<file path="config.mk">
export PLATFORM = sky130hd
export DESIGN_NAME = mod_updown_counter_flat
export DESIGN_NICKNAME = d
export VERILOG_FILES = /design/src/rtl/mod_updown_counter_if.sv /design/src/rtl/mod_updown_counter.sv /design/src/flat_wrapper.sv
export SDC_FILE = /design/constraint.sdc
export NUM_CORES = 1
export LEC_CHECK = 0
export ABC_CLOCK_PERIOD_IN_PS = 2300
export CAP_MARGIN = 20
export CORE_AREA = 2 2 39 41
export CTS_BUF_LIST = sky130_fd_sc_hd__clkbuf_2
export DETAILED_ROUTE_END_ITERATION = 10
export DIE_AREA = 0 0 41 43
export PLACE_DENSITY_LB_ADDON = 0.05
export RECOVER_POWER = 25
export SETUP_SLACK_MARGIN = 0.3
export SLEW_MARGIN = 20
export SYNTH_ARGS = -nofsm -noshare
export SYNTH_HDL_FRONTEND = slang
export SYNTH_SLANG_ARGS = --single-unit
export TNS_END_PERCENT = 5
</file>
<file path="constraint.sdc">
create_clock -name clk -period 2.3 [get_ports clk]
set_input_delay 0.46 -clock clk [delete_from_list [all_inputs] [get_ports clk]]
set_output_delay 0.46 -clock clk [all_outputs]
set_load 0.01 [all_outputs]
</file>
<file path="src/rtl/mod_updown_counter_if.sv">
// Control/status bundle for mod_updown_counter: the controller side drives
// clr/ld/en/up, the counter side returns cnt, tc and wrap.
interface mod_updown_counter_if #(
  parameter int WIDTH = 4
);
  logic             clr;
  logic             ld;
  logic [WIDTH-1:0] ld_val;
  logic             en;
  logic             up;
  logic [WIDTH-1:0] cnt;
  logic             tc;
  logic             wrap;

  modport master (
    output clr, ld, ld_val, en, up,
    input  cnt, tc, wrap
  );

  modport slave (
    input  clr, ld, ld_val, en, up,
    output cnt, tc, wrap
  );
endinterface

</file>
<file path="src/rtl/mod_updown_counter.sv">
// Parametrised modulo-N up/down counter with clear, clamped load, cascadable
// terminal count and a sticky wrap flag.
module mod_updown_counter #(
  parameter int WIDTH  = 4,
  parameter int MODULO = 12,
  parameter int INIT   = 0
) (
  input  logic                 clk,
  input  logic                 rst,
  mod_updown_counter_if.slave  bus
);

  // Reject illegal parameter sets at elaboration time.
  generate
    if (WIDTH < 1 || MODULO < 2 || longint'(MODULO) > (longint'(1) << WIDTH)) begin : g_bad_modulo
      $error("mod_updown_counter: MODULO must satisfy 2 <= MODULO <= 2**WIDTH");
    end
    if (INIT < 0 || INIT >= MODULO) begin : g_bad_init
      $error("mod_updown_counter: INIT must be in 0..MODULO-1");
    end
    if ($bits(bus.cnt) != WIDTH) begin : g_bad_if_width
      $error("mod_updown_counter: interface WIDTH does not match counter WIDTH");
    end
  endgenerate

  localparam logic [WIDTH-1:0] MAX_CNT  = WIDTH'(MODULO - 1);
  localparam logic [WIDTH:0]   MOD_EXT  = (WIDTH + 1)'(MODULO);
  localparam logic [WIDTH-1:0] INIT_VAL = WIDTH'(INIT);

  logic [WIDTH-1:0] cnt_reg;
  logic [WIDTH-1:0] cnt_next;
  logic             wrap_reg;
  logic             wrap_next;
  logic             at_top;
  logic             at_bot;
  logic             hit;

  // Explicit compares even when MODULO is a power of two, so cnt can never
  // leave 0..MODULO-1 regardless of parameters.
  assign at_top = (cnt_reg == MAX_CNT);
  assign at_bot = (cnt_reg == '0);
  assign hit    = bus.up ? at_top : at_bot;

  always_comb begin
    cnt_next  = cnt_reg;
    wrap_next = wrap_reg;
    if (bus.clr) begin
      cnt_next  = '0;
      wrap_next = 1'b0;
    end else if (bus.ld) begin
      // Out-of-range loads clamp to the top of the range.
      if ({1'b0, bus.ld_val} < MOD_EXT) begin
        cnt_next = bus.ld_val;
      end else begin
        cnt_next = MAX_CNT;
      end
    end else if (bus.en) begin
      if (hit) begin
        cnt_next  = bus.up ? '0 : MAX_CNT;
        wrap_next = 1'b1;
      end else if (bus.up) begin
        cnt_next = cnt_reg + WIDTH'(1);
      end else begin
        cnt_next = cnt_reg - WIDTH'(1);
      end
    end
  end

  always_ff @(posedge clk or posedge rst) begin
    if (rst) begin
      cnt_reg  <= INIT_VAL;
      wrap_reg <= 1'b0;
    end else begin
      cnt_reg  <= cnt_next;
      wrap_reg <= wrap_next;
    end
  end

  // Zero-latency so a downstream stage advances on the same edge this one wraps.
  assign bus.tc   = bus.en & ~bus.clr & ~bus.ld & hit & ~rst;
  assign bus.cnt  = cnt_reg;
  assign bus.wrap = wrap_reg;

endmodule

</file>
<file path="src/flat_wrapper.sv">
// flat-port wrapper written by rule: the top's interface ports become plain ports
module mod_updown_counter_flat 
#(
  parameter int WIDTH  = 4,
  parameter int MODULO = 12,
  parameter int INIT   = 0
)
  (clk, rst, bus_clr, bus_ld, bus_ld_val, bus_en, bus_up, bus_cnt, bus_tc, bus_wrap);
  mod_updown_counter_if #(.WIDTH(WIDTH)) bus_i ();
  input  logic clk;
  input  logic rst;
  input wire logic [$bits(bus_i.clr)-1:0] bus_clr;
  input wire logic [$bits(bus_i.ld)-1:0] bus_ld;
  input wire logic [$bits(bus_i.ld_val)-1:0] bus_ld_val;
  input wire logic [$bits(bus_i.en)-1:0] bus_en;
  input wire logic [$bits(bus_i.up)-1:0] bus_up;
  output wire logic [$bits(bus_i.cnt)-1:0] bus_cnt;
  output wire logic [$bits(bus_i.tc)-1:0] bus_tc;
  output wire logic [$bits(bus_i.wrap)-1:0] bus_wrap;
  assign bus_i.clr = bus_clr;
  assign bus_i.ld = bus_ld;
  assign bus_i.ld_val = bus_ld_val;
  assign bus_i.en = bus_en;
  assign bus_i.up = bus_up;
  assign bus_cnt = bus_i.cnt;
  assign bus_tc = bus_i.tc;
  assign bus_wrap = bus_i.wrap;
  mod_updown_counter #(.WIDTH(WIDTH), .MODULO(MODULO), .INIT(INIT)) u_core (.clk(clk), .rst(rst), .bus(bus_i));
endmodule
</file>
==> results_dict.tcl <==
set metrics [dict create \
    status "finished, final reports clean" \
    fin_crit_sh_pct 89.4 \
    arrival_ns 1.60 \
    grt_use_total_pct 15.4 \
    cp-end-kind "primary output" \
    fin_hold_ws_ns 0.523 \
    synth_area_per_cell_um2 8.38 \
    core_area_mm2 0.00138 \
    syn_to_final_growth_pct 57.5 \
    ir_drop_uv 345 \
    nets 95 \
    grtUsageMet1_pct 18.8 \
    globalRouteOverflowTotal 0 \
    wirelength_um 1120 \
    fin_area_um2 699 \
    place_congestion 0.801 \
    period_minus_slack_ns 2.06 \
    maxCapViolCount 0 \
    synth_flop_cell "dfrtp_1" \
    viasPerCell 5.15 \
    numCtsBuffers 3 \
    first_iter_violations 7 \
    grt_pass1_wl_um 1860 \
    grt_max_degree 10 \
    use_met2_pct 24.7 \
    yosys-top-cells-area "dfrtp_1 (28%), inv_1 (5.9%), ha_1 (5.6%)" \
    synth_top_area_share_pct 28.2 \
    r2r-end "u_core.bus.cnt[1]$_DFFE_PP0P_" \
    synth_top_cell_by_area "dfrtp_1" \
    first_global_vias 439 \
    gr-max-usage-layer "met2" \
    required_ns 1.84 \
    cts.sinks 5 \
    ant_nets 0 \
    hp-class "reg -> reg" \
    clock_latency_ns 0.21 \
    via_count 500 \
    r2r_slack_ns 0.55 \
    maxSlewViolCount 0 \
    powerDensity_mw_per_mm2 449 \
    dpl-instance-area_um2 674 \
    clk_pin_slew_worst_paths_ns 0.06 \
    yosys_warnings 0 \
    cts.path.max_buffers 2 \
    p_leak_nw 0.317 \
    min_from "u_core.bus.wrap$_DFFE_PP0P_" \
    tightest_slew_ns 0.332 \
    wl_per_cell_um 11.5 \
    grt_antenna_before_repair 0 \
    yosysMostFrequentCell "inv_1" \
    final-setup-viol-count 0 \
    cts_tree "built" \
    hold_depth 2 \
    use_met3_pct 5.24 \
    synth_cells 53 \
    dieHeight_um 43 \
    num_rows 14 \
    placement.io_buffers 15 \
    rsz0062_at_grt "yes" \
    hold_viol_final 0 \
    synth-seq-area-share_pct 28.2 \
    synth_area_um2 444 \
    drc 0 \
    htree_levels 1 \
    num_io_pins 16 \
    synth_nets 66 \
    worstRegToRegCells 7 \
    diodes 0 \
    finClkSkew_ns 0.00144 \
    critPathLaunchType "register" \
    dieArea_mm2 0.00176 \
    floorplan.initialDensity_pct 32.1 \
    synth-edff-count 0 \
    relSlewSlack_pct 77.9 \
    largest_register_ffs 4 \
    post-dp-hpwl_um 934 \
    drive_gt1_share_pct 23.5 \
    hold-path-endpoint "u_core.bus.wrap$_DFFE_PP0P_" \
    synth_seq_cells 5 \
    path_class "reg -> out" \
    drt_pass1_iterations 4 \
    die_width_um 41 \
    clock-root-buffer "clkbuf_2" \
    synth.distinct_cells 27 \
    critPathMaxFanout 3 \
    fmax_ghz 0.486 \
    reg2reg_from "u_core.bus.cnt[1]$_DFFE_PP0P_" \
    yosys-top-cells-count "inv_1 (7), dfrtp_1 (5), a21oi_1 (4), nor2_1 (4), o21ai_0 (4)" \
    ys_async_sr_fraction_pct 100 \
]
-- cells by family after synthesis --
group | Yosys count | share of synthesized area (%)
buf+inv | 7 | 5.92
simple gates | 19 | 26.5
flops | 5 | 28.2
fa+ha+maj | 3 | 10.1
xor+xnor | 3 | 5.92
compound gates | 16 | 23.4
-- placed cells by master, fill, tap and decap left out, types with 2 or more instances in the layout --
master / count
buf_2: 2
a21oi_1: 4
nor2_1: 4
nand2_1: 2
inv_1: 7
a221oi_1: 2
xnor2_1: 2
ha_1: 2
nor3_1: 2
buf_4: 9
clkdlybuf4s50_1: 12
a31oi_1: 2
nor3b_1: 2
o21ai_0: 4
clkbuf_2: 4
dfrtp_1: 5
-- layer usage --
layer,vias up,part of all wire (%)
met5,-,0
met4,0,0
met3,0,8.0
met2,23,47
met1,223,45
li1,254,-
-- power by group --
group | switching, mW | internal (mW)
clock | 0.0351 | 0.0461
combinational | 0.0597 | 0.0705
sequential | 0.00750 | 0.0951
-- worst max-delay path, stage by stage (launching register included) --
cell,delay (ns)
dfrtp_1,0.38
or4_4,0.54
a21oi_4,0.16
and4_1,0.19
buf_2,0.12
-- metrics by stage --
| step | util, % | power, mW | setup TNS [ns] | std cells | setup WS (ns) |
|---|---|---|---|---|---|
| floorplan | - | 0.167 | 0 | 53 | 0.426 |
| global placement | 48.7 | 0.233 | -0.405 | 92 | -0.405 |
| detailed placement | 48.7 | 0.233 | -0.402 | 92 | -0.402 |
| CTS | 50.0 | 0.317 | 0 | 96 | 0.197 |
| global route | 50.5 | 0.343 | 0 | 97 | 0.145 |
| finish | 50.5 | 0.314 | 0 | 97 | 0.243 |
-- worst max path at each step --
stage | startpoint | cells after the start | end
global route | u_core.bus.cnt[1]$_DFFE_PP0P_ | 4 | bus_tc
global placement | bus_up | 5 | bus_tc
floorplan | u_core.bus.cnt[0]$_DFFE_PP0P_ | 3 | bus_tc
CTS | u_core.bus.cnt[0]$_DFFE_PP0P_ | 4 | bus_tc
finish | u_core.bus.cnt[1]$_DFFE_PP0P_ | 4 | bus_tc
detailed placement | bus_up | 5 | bus_tc
-- cell type report --
cell class,count,area [um^2]
inverters,7,26.3
well taps,16,20.0
fillers,154,684
repair buffers,24,208
flip-flops and latches,5,125
multi-input cells,41,300
clock buffers,4,20.0
-- timing repair --
item | in CTS | in global routing
pin swaps | 3 | 3
setup endpoints to repair | 1 | 1
hold buffers | 0 | 0
gates resized for setup | 9 | 0
setup buffers | 0 | 1
Note: power is estimated with default switching activity, not from simulation.
==> RTL change (same settings) <==
One comparison of `cnt_reg` changes from == to >=.
--- a/src/rtl/mod_updown_counter.sv
+++ b/src/rtl/mod_updown_counter.sv
@@ -37,7 +37,7 @@
 
   // Explicit compares even when MODULO is a power of two, so cnt can never
   // leave 0..MODULO-1 regardless of parameters.
-  assign at_top = (cnt_reg == MAX_CNT);
+  assign at_top = (cnt_reg >= MAX_CNT);
   assign at_bot = (cnt_reg == '0);
   assign hit    = bus.up ? at_top : at_bot;
 
Function: no difference found for any inputs over 10 cycles, from zero or initial values and one cycle with rst high; that may be too few to reach the edited logic, so the function may still have changed.
==> RTL change against the unedited design <==
Setup slack gained 100 ps. Final area grew 13%. Sequential cell count is the same. Total power grew 16%. Sequential share of layout area shrank 1.7 points. Register-to-register slack lost 170 ps. Highest routed layer is now met4. Largest power group unchanged. Die area is the same. Sequential power grew 7%. Fmax grew 5.2%. Routed wire length grew 36%. Area after synthesis grew 10%.
==> RTL change: results (changes against the unedited design) <==
[clock_tree]
numCtsBuffers=3  ; unchanged
clkLatencyLatePin_ps=220
clk_pin_slew_ps=60  ; about the same
root_buffer=clkbuf_2  ; unchanged
clk_path_buf_depth=2  ; unchanged
cts.htree.levels=1  ; unchanged

[synthesis]
ys_warn_count=0  ; unchanged
synth_commonest_cells=8 x inv_1, 7 x a21oi_1, 6 x nor2_1  ; was 7 x inv_1, 5 x dfrtp_1, 4 x a21oi_1, 4 x nor2_1, 4 x o21ai_0
synth_area_leaders=dfrtp_1 26%, a21oi_1 7.2%, inv_1 6.1%  ; was dfrtp_1 28%, inv_1 5.9%, ha_1 5.6%
synthMuxAreaShare=0  ; unchanged
yosys.cell_types.count=30  ; was 27
synth_compound_area_frac=0.3018  ; was 0.2338
ys_seq_area_frac=0.2558  ; was 0.2817
syn_avg_cell_area_sq_um=8.154  ; was 8.381 sq um
synth-adder-area-share=0.09207  ; was 0.1014
synth_xor_area_frac=0.01790  ; was 0.05915
syn-num-nets=73  ; was 66

[setup_path]
rrSetupSlack_ps=380  ; was 550 ps
worstPathArrival_ps=1500  ; was 1600 ps
timing.rr.start=u_core.bus.cnt[0]  ; was u_core.bus.cnt[1]
r2r_cells=7  ; unchanged
r2r-end=u_core.bus.cnt[1]  ; unchanged
critPathSlowestCell=clkdlybuf4s50_1  ; was or4_4
crit_fanout=2  ; was 3
slowest_delay_ps=420  ; was 540 ps

[outcome]
status=finished, final reports clean  ; unchanged

[placed_design]
post-place-ws_ps=-188.0  ; was -402.2 ps
detailed_place.area_sq_um=723.2  ; was 674.4 sq um
hpwl_um=1114  ; was 933.6 um
gp_routability_congestion=0.8058  ; was 0.8012
portBuffers=15  ; unchanged

[timing]
finalClockSkew_ps=3.677  ; was 1.437 ps
slew_headroom=0.7892  ; was 0.7786
tns_ps=0  ; unchanged
fin_hold_ws_ps=497.9  ; was 522.8 ps

[min_path]
holdPathStages=2  ; unchanged
hold_path.class=reg2reg  ; unchanged

[route]
top_layer=met4  ; was met3
wl_per_cell_um=14.38  ; was 11.54 um
wl_met2_um=742  ; was 527 um
viasPerCell=5.349  ; was 5.155
wl_met1_um=709  ; was 500 um
wl_met3_um=56  ; was 90 um
dr.pass1.iters=5  ; was 4
drtIter0Drc=9  ; was 7

[final_layout]
diodes=0  ; unchanged
nets=104  ; was 95
stdcell_count=106  ; was 97
drive_above_1_share=0.3000  ; was 0.2346
largest_reg_flops=4  ; unchanged

[power]
leakagePower_uw=0.0003486  ; was 0.0003171 uW
vdd_ir_drop_max_v=0.0001929  ; was 0.0003448 V

[grt]
grt_usage=0.2101  ; was 0.1537
grt_start_max_net_pins=9  ; was 10
grt_pass1_wl_um=2511  ; was 1856 um
grt_pass1_vias=570  ; was 439

RTL change: cell families (layout without fill, tap and decap cells):
family	after synthesis	count (layout)
AOI/OAI and AO/OA	20	20
buffers and inverters	11	41
xor gates and xnor gates	1	1
DFF	5	5
adders and majority gates	3	3
and+or+nand+nor	20	20
RTL change: final cells by class:
cell class | instances | area, sq um
Fill cell | 154 | 596.8
Multi-Input combinational cell | 44 | 334.1
Timing Repair Buffer | 29 | 255.2
Sequential cell | 5 | 127.6
Inverter | 8 | 30.03
Clock buffer | 4 | 20.02
Tap cell | 16 | 20.02
RTL change: what timing repair did:
action,in CTS,in global routing
buffers inserted,0,2
endpoints found under the setup margin,4,4
resized for setup,6,9
pin swaps,1,3
RTL change: where the power goes:
group / leakage [uW] / switching [uW] / internal [uW]
sequential: 0.0000631 / 14.3 / 95.9
clock: 0.0000166 / 41.7 / 46.2
combinational: 0.000269 / 74.6 / 93.0
total: 0.000349 / 131 / 235
RTL change: worst max path at each step:
stage                              endpoint  cells past startpoint  slack, ps         startpoint
after floorplan           u_core.bus.cnt[1]                      7        490  u_core.bus.cnt[0]
final                                bus_tc                      4        340            bus_clr
after global routing                 bus_tc                      4        270            bus_clr
after CTS                 u_core.bus.cnt[1]                      7        280  u_core.bus.cnt[0]
after detailed placement             bus_tc                      5       -190             bus_up
after global placement               bus_tc                      5       -170             bus_up
RTL change: worst max-delay path, delay by kind of cell:
kind          cells  cell delay, ps
simple gates      2             400
buf+inv           2             630
RTL change: per-layer routing:
metal | vias up | global-route usage
li1 | 283 | -
met3 | 2 | 0.01571
met5 | - | 0
met2 | 16 | 0.3031
met4 | 0 | 0.1200
met1 | 266 | 0.2935
